`config.mk`:
```
export PLATFORM = sky130hd
export DESIGN_NAME = inst_fetch_unit_flat
export DESIGN_NICKNAME = d
export VERILOG_FILES = /design/src/rtl/inst_fetch_unit_pkg.sv /design/src/rtl/inst_fetch_unit_if.sv /design/src/rtl/inst_fetch_unit_queue.sv /design/src/rtl/inst_fetch_unit.sv /design/src/flat_wrapper.sv
export SDC_FILE = /design/constraint.sdc
export NUM_CORES = 1
export LEC_CHECK = 0
export ABC_AREA = 1
export CORE_MARGIN = 8
export CORE_UTILIZATION = 40
export DETAILED_ROUTE_END_ITERATION = 7
export DONT_BUFFER_PORTS = 1
export PLACE_DENSITY = 0.62
export REMOVE_ABC_BUFFERS = 1
export SYNTH_ARGS = -nofsm -noshare
export SYNTH_HDL_FRONTEND = slang
export SYNTH_SLANG_ARGS = --single-unit
export TNS_END_PERCENT = 20
```
`constraint.sdc`:
```
create_clock -name clock -period 6.38 [get_ports clock]
set_clock_uncertainty 0.2 [all_clocks]
set_input_delay 1.276 -clock clock [delete_from_list [all_inputs] [get_ports clock]]
set_output_delay 1.276 -clock clock [all_outputs]
set_load 0.01 [all_outputs]
```
`src/rtl/inst_fetch_unit_pkg.sv`:
```
// ISA constants and fetch-path types shared by the
// instruction fetch unit and its queue.
package inst_fetch_unit_pkg;

    localparam logic [5:0] OPC_NOP   = 6'b000000;
    localparam logic [5:0] OPC_ADD   = 6'b000001;
    localparam logic [5:0] OPC_SUB   = 6'b000010;
    localparam logic [5:0] OPC_AND   = 6'b000011;
    localparam logic [5:0] OPC_OR    = 6'b000100;
    localparam logic [5:0] OPC_LOAD  = 6'b000101;
    localparam logic [5:0] OPC_STORE = 6'b000110;
    localparam logic [5:0] OPC_ADDF  = 6'b000111;
    localparam logic [5:0] OPC_MULF  = 6'b001000;
    localparam logic [5:0] OPC_JUMP  = 6'b010101;
    localparam logic [5:0] OPC_BRA   = 6'b010110;

    localparam int OPC_HI   = 31;
    localparam int OPC_LO   = 26;
    localparam int RS1_HI   = 25;
    localparam int RS1_LO   = 21;
    localparam int RS2_HI   = 20;
    localparam int RS2_LO   = 16;
    localparam int RD_HI    = 15;
    localparam int RD_LO    = 11;
    localparam int IMM16_HI = 15;
    localparam int IMM16_LO = 0;
    localparam int JIMM_HI  = 25;
    localparam int JIMM_LO  = 0;

    typedef enum logic {
        ST_RUN  = 1'b0,
        ST_HALT = 1'b1
    } fetch_state_e;

    typedef struct packed {
        logic [31:0] inst;
        logic [31:0] pc;
    } fq_entry_t;

    function automatic logic is_jump(input logic [31:0] w);
        return w[OPC_HI:OPC_LO] == OPC_JUMP;
    endfunction

    function automatic logic [31:0] jump_target(input logic [31:0] w);
        return {6'b0, w[JIMM_HI:JIMM_LO]};
    endfunction

endpackage

```
`src/rtl/inst_fetch_unit_if.sv`:
```
// Fetch unit bus: instruction-memory port, execute
// redirect and the valid/ready hand-off to decode.
interface inst_fetch_unit_if;

    logic [31:0] imem_addr;
    logic [31:0] imem_data;
    logic        redirect_valid;
    logic [31:0] redirect_pc;
    logic        out_valid;
    logic        out_ready;
    logic [31:0] out_inst;
    logic [31:0] out_pc;
    logic        halted;

    modport master (
        output imem_addr,
        input  imem_data,
        input  redirect_valid,
        input  redirect_pc,
        output out_valid,
        input  out_ready,
        output out_inst,
        output out_pc,
        output halted
    );

    modport slave (
        input  imem_addr,
        output imem_data,
        output redirect_valid,
        output redirect_pc,
        input  out_valid,
        output out_ready,
        input  out_inst,
        input  out_pc,
        input  halted
    );

endinterface

```
`src/rtl/inst_fetch_unit_queue.sv`:
```
// Synchronous FIFO of {inst, pc} entries with flush;
// head reads as zero whenever the queue is empty.
module inst_fetch_unit_queue
    import inst_fetch_unit_pkg::*;
#(
    parameter int QDEPTH = 4
) (
    input  logic                    clock,
    input  logic                    reset_n,
    input  logic                    flush_i,
    input  logic                    push_i,
    input  fq_entry_t               push_data_i,
    input  logic                    pop_i,
    output logic [$clog2(QDEPTH):0] count_o,
    output fq_entry_t               head_o
);

    localparam int PW = $clog2(QDEPTH);
    localparam int CW = PW + 1;

    fq_entry_t         mem_q [QDEPTH];
    logic [PW-1:0]     wr_q, wr_d;
    logic [PW-1:0]     rd_q, rd_d;
    logic [CW-1:0]     cnt_q, cnt_d;
    logic              do_push;
    logic              do_pop;

    assign do_push = push_i && (cnt_q != CW'(QDEPTH));
    assign do_pop  = pop_i && (cnt_q != '0);

    always_comb begin
        wr_d  = wr_q;
        rd_d  = rd_q;
        cnt_d = cnt_q;
        if (flush_i) begin
            wr_d  = '0;
            rd_d  = '0;
            cnt_d = '0;
        end else begin
            if (do_push) wr_d = wr_q + 1'b1;
            if (do_pop)  rd_d = rd_q + 1'b1;
            unique case ({do_push, do_pop})
                2'b10:   cnt_d = cnt_q + 1'b1;
                2'b01:   cnt_d = cnt_q - 1'b1;
                default: cnt_d = cnt_q;
            endcase
        end
    end

    always_ff @(posedge clock) begin
        if (!reset_n) begin
            wr_q  <= '0;
            rd_q  <= '0;
            cnt_q <= '0;
        end else begin
            wr_q  <= wr_d;
            rd_q  <= rd_d;
            cnt_q <= cnt_d;
        end
    end

    // Storage is not reset; only entries below count are ever visible.
    always_ff @(posedge clock) begin
        if (reset_n && !flush_i && do_push) begin
            mem_q[wr_q] <= push_data_i;
        end
    end

    assign count_o = cnt_q;
    assign head_o  = (cnt_q == '0) ? '0 : mem_q[rd_q];

endmodule

```
`src/rtl/inst_fetch_unit.sv`:
```
// Instruction fetch front end: PC, RUN/HALT control,
// JUMP folding, redirect handling and the fetch queue.
module inst_fetch_unit
    import inst_fetch_unit_pkg::*;
#(
    parameter int          MEM_DEPTH = 25,
    parameter int          QDEPTH    = 4,
    parameter logic [31:0] RESET_PC  = 32'd0
) (
    input  logic               clock,
    input  logic               reset_n,
    inst_fetch_unit_if.master  bus
);

    localparam int CW = $clog2(QDEPTH) + 1;

    fetch_state_e  state_q;
    logic [31:0]   pc_q, pc_d;
    logic          halted_q;
    logic [CW-1:0] count;
    fq_entry_t     head;
    fq_entry_t     push_data;
    logic          in_mem;
    logic          fetch_en;
    logic          jump;
    logic          push;
    logic          pop;

    assign in_mem   = pc_q < 32'(MEM_DEPTH);
    assign fetch_en = (state_q == ST_RUN) && in_mem
                   && (count < CW'(QDEPTH))
                   && !bus.redirect_valid;
    assign jump     = is_jump(bus.imem_data);
    assign push     = fetch_en && !jump;
    assign pop      = bus.out_valid && bus.out_ready
                   && !bus.redirect_valid;

    assign push_data.inst = bus.imem_data;
    assign push_data.pc   = pc_q;

    always_comb begin
        pc_d = pc_q;
        if (bus.redirect_valid) begin
            pc_d = bus.redirect_pc;
        end else if (fetch_en) begin
            pc_d = jump ? jump_target(bus.imem_data)
                        : pc_q + 32'd1;
        end
    end

    // Redirect always restarts in RUN; HALT is re-entered a cycle later if needed.
    always_ff @(posedge clock) begin
        if (!reset_n) begin
            state_q  <= ST_RUN;
            halted_q <= 1'b0;
            pc_q     <= RESET_PC;
        end else begin
            pc_q <= pc_d;
            unique case (1'b1)
                bus.redirect_valid: begin
                    state_q  <= ST_RUN;
                    halted_q <= 1'b0;
                end
                (state_q == ST_RUN) && !in_mem: begin
                    state_q  <= ST_HALT;
                    halted_q <= 1'b1;
                end
                default: begin
                    state_q  <= state_q;
                    halted_q <= halted_q;
                end
            endcase
        end
    end

    inst_fetch_unit_queue #(
        .QDEPTH(QDEPTH)
    ) u_queue (
        .clock       (clock),
        .reset_n     (reset_n),
        .flush_i     (bus.redirect_valid),
        .push_i      (push),
        .push_data_i (push_data),
        .pop_i       (pop),
        .count_o     (count),
        .head_o      (head)
    );

    assign bus.imem_addr = pc_q;
    assign bus.out_valid = (count != '0);
    assign bus.out_inst  = head.inst;
    assign bus.out_pc    = head.pc;
    assign bus.halted    = halted_q;

endmodule

```
`src/flat_wrapper.sv`:
```
// flat-port wrapper written by rule: the top's interface ports become plain ports
module inst_fetch_unit_flat import inst_fetch_unit_pkg::*;
#(
    parameter int          MEM_DEPTH = 25,
    parameter int          QDEPTH    = 4,
    parameter logic [31:0] RESET_PC  = 32'd0
)
  (clock, reset_n, bus_imem_addr, bus_imem_data, bus_redirect_valid, bus_redirect_pc, bus_out_valid, bus_out_ready, bus_out_inst, bus_out_pc, bus_halted);
  inst_fetch_unit_if bus_i ();
  input  logic clock;
  input  logic reset_n;
  output wire logic [$bits(bus_i.imem_addr)-1:0] bus_imem_addr;
  input wire logic [$bits(bus_i.imem_data)-1:0] bus_imem_data;
  input wire logic [$bits(bus_i.redirect_valid)-1:0] bus_redirect_valid;
  input wire logic [$bits(bus_i.redirect_pc)-1:0] bus_redirect_pc;
  output wire logic [$bits(bus_i.out_valid)-1:0] bus_out_valid;
  input wire logic [$bits(bus_i.out_ready)-1:0] bus_out_ready;
  output wire logic [$bits(bus_i.out_inst)-1:0] bus_out_inst;
  output wire logic [$bits(bus_i.out_pc)-1:0] bus_out_pc;
  output wire logic [$bits(bus_i.halted)-1:0] bus_halted;
  assign bus_imem_addr = bus_i.imem_addr;
  assign bus_i.imem_data = bus_imem_data;
  assign bus_i.redirect_valid = bus_redirect_valid;
  assign bus_i.redirect_pc = bus_redirect_pc;
  assign bus_out_valid = bus_i.out_valid;
  assign bus_i.out_ready = bus_out_ready;
  assign bus_out_inst = bus_i.out_inst;
  assign bus_out_pc = bus_i.out_pc;
  assign bus_halted = bus_i.halted;
  inst_fetch_unit #(.MEM_DEPTH(MEM_DEPTH), .QDEPTH(QDEPTH), .RESET_PC(RESET_PC)) u_core (.clock(clock), .reset_n(reset_n), .bus(bus_i));
endmodule
```
==> impl_results.md, run 1 <==
- Register area share after synthesis: 65.6%
- Final layout net count: 1374
- Floorplan row count: 66
- DP Area: 13400 µm²
- Global-route wire length before repair: 53.8 mm
- Largest stage delay, worst path: 1.01 ns
- Slew margin rel.: 22.3%
- Hold Slack: 0.259 ns
- WHS Path Cells: 2
- Finished Core Util: 45.1%
- Full die area: 38500 µm²
- Outcome: complete, no violations
- Routed WL: 34.9 mm
- Setup slack at placement: 1.79 ns
- Core ar.: 32300 µm²
- Non-filler instance count after layout: 1767
- Clock Latency Late Sink: 0.50 ns
- Worst vdd ir: 0.172 mV
- Worst Path Required: 4.90 ns
- # placed instances: 1704
- Pleak: 5.10 nW
- GP Congestion: 0.856
- IO Pins: 166
- CTS tree: yes
- Crit Path Class: flop to output pin
- # resized after CTS: 0
- Setup TNS: 0 ns
- Layout area overhead: 12.1%
- CP Depth: 4
- Met3 wire len: 2.89 mm
- Wire length on met2: 16.3 mm
- Final Hold Violating Endpoints: 0
- DRC viols: 0
- Final HPWL DP: 22.7 mm
- Crit-path leading delay family: buffers and inverters
- Clock power frac: 46.7%
- Final setup fails: 0
- Vias in the first global route: 8938
- Initial Utilization: 40.2%
- CP max-delay cell: clkinv_2
- Max Cap Viol: 0
- Comb pwr share: 2.2%
- Sw frac: 20.6%
- GRT Residual Overflow: 0
- Mapped Cells: 1316
- TritonCTS Buffers: 34
- CP Launch Type: flop
- Mapped cell area: 13000 µm²
- Root buffer cell: clkbuf_16
- Worst min-delay path category: flop to flop
- Post-synth EDFFs: 256
- Vias: 8969
- Worst reg2reg path depth: 11
- Die H: 196 µm
- Unique masters post-synth: 33
- Pins over their slew limit: 0
- FILL cells: 3036
- Unrepaired setup endpoints after global routing: false
- Net load switching power: 0.881 mW
- Post-CTS Setup Bufs: 0
- Worst Max-Slew Pin Slew: 1.17 ns
- CTS clk-pin slew, worst paths: 0.06 ns
- Pwr/cell area: 294 nW/µm²
- CP Buf/Inv Count: 2
- ANT nets after route: 0
- CP endpoint kind: output pin
- IO buf count: 0
- CP cell instances: clkinv_2 -> buf_4 -> o21ai_0 -> a21oi_1
- Htree depth: 2
- Tot GR Track Use: 18.0%
- FMAX: 0.215 GHz
- Initial antenna violation count: 4
- M1 wire length: 15.0 mm
- Reg power frac: 51.0%
- DR iter-0 viols: 634
- Dominant synthesized flop cell: edfxtp_1
- Final Cell Area: 14600 µm²
- Final WS setup: 1.74 ns
- Power Total: 4.29 mW
- Hold buffers post-CTS: 0
- Async set-reset flop share out of synthesis: 0%
- Syn avg cell area: 9.87 µm²
- Max Used Layer: met4
- Wire per inst: 19.7 µm
- Synth warnings: 0
- Pin count of the biggest net entering global routing: 96
- Worst path arrival time: 3.17 ns
- Worst-path maximum fanout: 95
- Cell Int Power: 3.40 mW
- Pre-antenna DRT Iters: 6
- Die width: 196 µm
- Synthesized flop and latch total: 298
- Crit path time final: 4.64 ns
- Clock Path Buffers: 3
- Routed vias/inst: 5.08
- Layout cells sized above 1: 7.78%
- Final worst-path cycle share: 72.8%
- Clock sink count: 298
## metal layers
metal	vias to the layer above	global-route usage (%)
li1	4418	-
met2	258	29.8
met4	0	4.10
met5	-	0
met1	4247	22.6
met3	46	5.91
## final timing paths
kind | to | slack, ns | startpoint
max | bus_out_pc[1] | 1.74 | flop
min | flop | 0.26 | u_core.u_queue.rd_q[1]$_SDFFE_PP0P_
max reg2reg | u_core.u_queue.mem_q[0][42]$_DFFE_PP_ | 2.64 | u_core.bus.imem_addr[0]$_SDFFE_PN0P_
min reg2reg | flop | 0.26 | u_core.u_queue.rd_q[1]$_SDFFE_PP0P_
## power groups by stage
stage	Clock, mW	Combinational [mW]	Sequential (mW)
global route	2.12	0.112	2.19
detailed placement	0	0.0954	2.23
finish	2.00	0.0958	2.19
global placement	0	0.0936	2.23
floorplan	0	0.0736	2.20
CTS	2.03	0.0963	2.19
## kinds of logic (layout without fill, tap and decap cells)
logic type / after synthesis / in the layout / share of synthesized area [%]
buffers and inverters: 140 / 148 / 4.49
flip-flops: 298 / 298 / 65.6
AO/OA/AOI/OAI: 277 / 277 / 10.8
XOR/XNOR: 4 / 4 / 0.270
other: 0 / 1 / 0
adder cells (fa/ha/maj): 8 / 8 / 0.828
AND/OR/NAND/NOR: 589 / 589 / 18.0
## area by class of cell
class	instances	area, µm²	share of cell area [%]
Clock inverter	11	135	0.928
Antenna cell	1	2.50	0.0172
Clock buffer	51	1030	7.06
Timing Repair Buffer	14	130	0.893
Inverter	72	272	1.86
Tap cell	442	553	3.80
Sequential cell	298	8530	58.6
Multi-Input combinational cell	878	3920	26.9
## Yosys cell counts, types with 2 or more instances
cell | count | area (µm²)
or2_2 | 8 | 50.1
dfxtp_1 | 42 | 841
nor3_1 | 3 | 15.0
nand2_2 | 3 | 18.8
a31oi_1 | 2 | 12.5
buf_1 | 13 | 48.8
nand2_1 | 196 | 736
a21oi_1 | 101 | 505
clkbuf_1 | 34 | 128
inv_1 | 60 | 225
nor2_1 | 332 | 1250
edfxtp_1 | 256 | 7690
buf_2 | 15 | 75.1
o21ai_1 | 13 | 65.1
inv_2 | 11 | 41.3
nand4_1 | 2 | 12.5
o21ai_0 | 157 | 786
xor2_1 | 3 | 26.3
ha_1 | 7 | 87.6
nand3_1 | 35 | 175
o211ai_1 | 2 | 15.0
nor2_2 | 6 | 37.5
buf_6 | 5 | 56.3
## worst min-delay path, stage by stage (launching register included)
cell and delay (ns):
dfxtp_1 0.29, inv_1 0.06, a21oi_1 0.07
## cell usage in the layout (no fill, tap or decap), types with 2 or more instances in the layout
master | netlist | routed
nor3_1 | 3 | 2
inv_1 | 60 | 59
dfxtp_1 | 42 | 40
xor2_1 | 3 | 3
bufinv_16 | 0 | 3
or2_2 | 8 | 8
ha_1 | 7 | 7
o211ai_1 | 2 | 2
nand3_1 | 35 | 35
nor2_4 | 1 | 5
clkinv_1 | 1 | 4
edfxtp_1 | 256 | 256
clkbuf_16 | 0 | 37
clkinv_2 | 0 | 5
buf_12 | 0 | 2
nand2_2 | 3 | 3
a21oi_1 | 101 | 101
nand2_1 | 196 | 196
nor2_1 | 332 | 328
clkbuf_1 | 34 | 9
inv_2 | 11 | 10
nor2_2 | 6 | 6
a31oi_1 | 2 | 2
o21ai_1 | 13 | 13
clkinv_4 | 0 | 2
o21ai_0 | 157 | 157
buf_4 | 0 | 12
clkbuf_8 | 0 | 5
nand4_1 | 2 | 2
## registers in the layout, summed over array words and instances (netlist names), named ones only
name / cells
u_core.u_queue.wr_q: 2
u_core.state_q: 1
u_core.u_queue.mem_q: 256
u_core.u_queue.rd_q: 2
u_core.bus.imem_addr: 32
u_core.u_queue.count_o: 3
Note: power is estimated with default switching activity, not from simulation.
==> inputs of run 2 (changes only) <==
clock period = 4.68 ns   (was 6.38 ns; I/O delays follow)
==> impl_results.md, run 2 (synthesis results as in run 1) <==
- ANT nets after route: 0
- Core ar.: 32300 µm²
- Routed vias/inst: 5.14
- Final Hold Violating Endpoints: 0
- Initial Utilization: 40.2%
- Crit path time final: 3.92 ns
- Vias: 9084
- Final layout net count: 1376
- IO Pins: 166
- Hold Slack: 0.260 ns
- Pins over their slew limit: 0
- Finished Core Util: 44.9%
- Final HPWL DP: 22.6 mm
- Root buffer cell: clkbuf_16
- Worst-path maximum fanout: 98
- # resized after CTS: 0
- Worst min-delay path category: flop to flop
- Largest stage delay, worst path: 0.73 ns
- FMAX: 0.255 GHz
- Pin count of the biggest net entering global routing: 99
- Pwr/cell area: 387 nW/µm²
- Routed WL: 35.9 mm
- Tot GR Track Use: 18.4%
- Global-route wire length before repair: 55.1 mm
- GP Congestion: 0.879
- Worst path arrival time: 2.78 ns
- CTS tree: yes
- Clock sink count: 298
- Top reg by flops: u_core.u_queue.mem_q
- GRT Residual Overflow: 0
- Pleak: 5.05 nW
- Full die area: 38500 µm²
- DR iter-0 viols: 540
- Hold path start: u_core.u_queue.rd_q[1]$_SDFFE_PP0P_
- # diodes: 0
- R2R Path End: u_core.u_queue.mem_q[3][29]$_DFFE_PP_
- Worst vdd ir: 0.236 mV
- CTS clk-pin slew, worst paths: 0.06 ns
- CP endpoint kind: output pin
- Wire per inst: 20.3 µm
- Final setup fails: 0
- Most common cell after layout, fill and taps aside: nor2_1
- TritonCTS Buffers: 34
- Worst Path Required: 3.54 ns
- Clock Path Buffers: 3
- Commonest non-fill, non-tap cells in the layout: nor2_1, edfxtp_1, nand2_1
- Hold buffers post-CTS: 0
- WHS Path Cells: 2
- Worst reg2reg path depth: 11
- Max Cap Viol: 0
- Slew margin rel.: 40.1%
- Worst Max-Slew Pin Slew: 0.899 ns
- Die width: 196 µm
- Clock Latency Late Sink: 0.50 ns
- Outcome: complete, no violations
- Unrepaired setup endpoints after global routing: false
- Crit Path Class: flop to output pin
- Pre-antenna DRT Iters: 6
- DRC viols: 0
- Power Total: 5.61 mW
- Flop-to-flop setup slack: 1.30 ns
- Layout cells sized above 1: 7.39%
- Floorplan row count: 66
- R2R Path Start: u_core.bus.imem_addr[0]$_SDFFE_PN0P_
- CP max-delay cell: dfxtp_4
- IO buf count: 0
- Max FFs per register: 256
- Initial antenna violation count: 3
- Layout area overhead: 11.5%
- Final worst-path cycle share: 83.7%
- Htree depth: 2
- Die H: 196 µm
- Post-CTS Setup Bufs: 0
- Vias in the first global route: 8957
- CP Launch Type: flop
- CP cell instances: clkinv_2 -> buf_12 -> o21ai_0 -> a21oi_1
-- run 2: changes by cell type in the layout (fill, tap and decap cells not counted), sizes merged --
| cell | before | now |
|---|---|---|
| clkbuf | 51 | 57 |
| clkinv | 11 | 5 |
| bufinv | 3 | 0 |
| clkinvlp | 0 | 3 |
| buf | 14 | 16 |
| diode | 1 | 0 |
-- run 2: how the worst max path moves through the flow --
stage / endpoint / slack (ns) / cells after the start
finish: bus_out_pc[21] / 0.76 / 4
global route: bus_out_pc[21] / 0.49 / 4
CTS: bus_out_pc[21] / 0.72 / 4
detailed placement: bus_out_inst[2] / 1.26 / 4
global placement: bus_out_inst[2] / 1.32 / 4
floorplan: u_core.u_queue.mem_q[0][0]$_DFFE_PP_ / -0.89 / 7
-- run 2: worst max-delay path: cells and delay by family, from the launching register on --
family / cells / cell delay (ns)
buf+inv: 2 / 0.94
compound gates: 2 / 0.50
flops: 1 / 0.73
-- run 2: through the flow --
step / cells / cell area [µm²] / setup slack [ns] / TNS, ns
floorplan: 1248 / 12700 / -0.890 / -269.62
global placement: 1706 / 13400 / 1.32 / 0
detailed placement: 1706 / 13400 / 1.26 / 0
CTS: 1768 / 14500 / 0.723 / 0
global route: 1768 / 14500 / 0.493 / 0
finish: 1768 / 14500 / 0.761 / 0
-- run 2: routing by layer --
| metal | part of all wire, % | GRT usage (%) | vias up | routed length, µm |
|---|---|---|---|---|
| li1 | - | - | 4418 | - |
| met1 | 43 | 23.3 | 4382 | 15400 |
| met2 | 47 | 30.3 | 227 | 17000 |
| met3 | 8.0 | 5.77 | 55 | 2860 |
| met4 | 1.9 | 4.38 | 2 | 699 |
| met5 | 0.036 | 0 | - | 13 |
-- run 2: power by group --
group          total, mW  leakage [nW]  internal [mW]  switching (mW)
clock               2.50         0.500           1.49            1.01
sequential          2.98          2.66           2.91          0.0718
combinational      0.130          1.89         0.0475          0.0828
total               5.61          5.05           4.44            1.17
-- run 2: layout make-up --
type,count,area (µm²)
inverter,72,272
clock inverter,5,32.5
clock buffer,57,1020
multi-input combinational,878,3920
fill,3041,17800
timing repair buffer,16,158
sequential,298,8530
tap,442,553
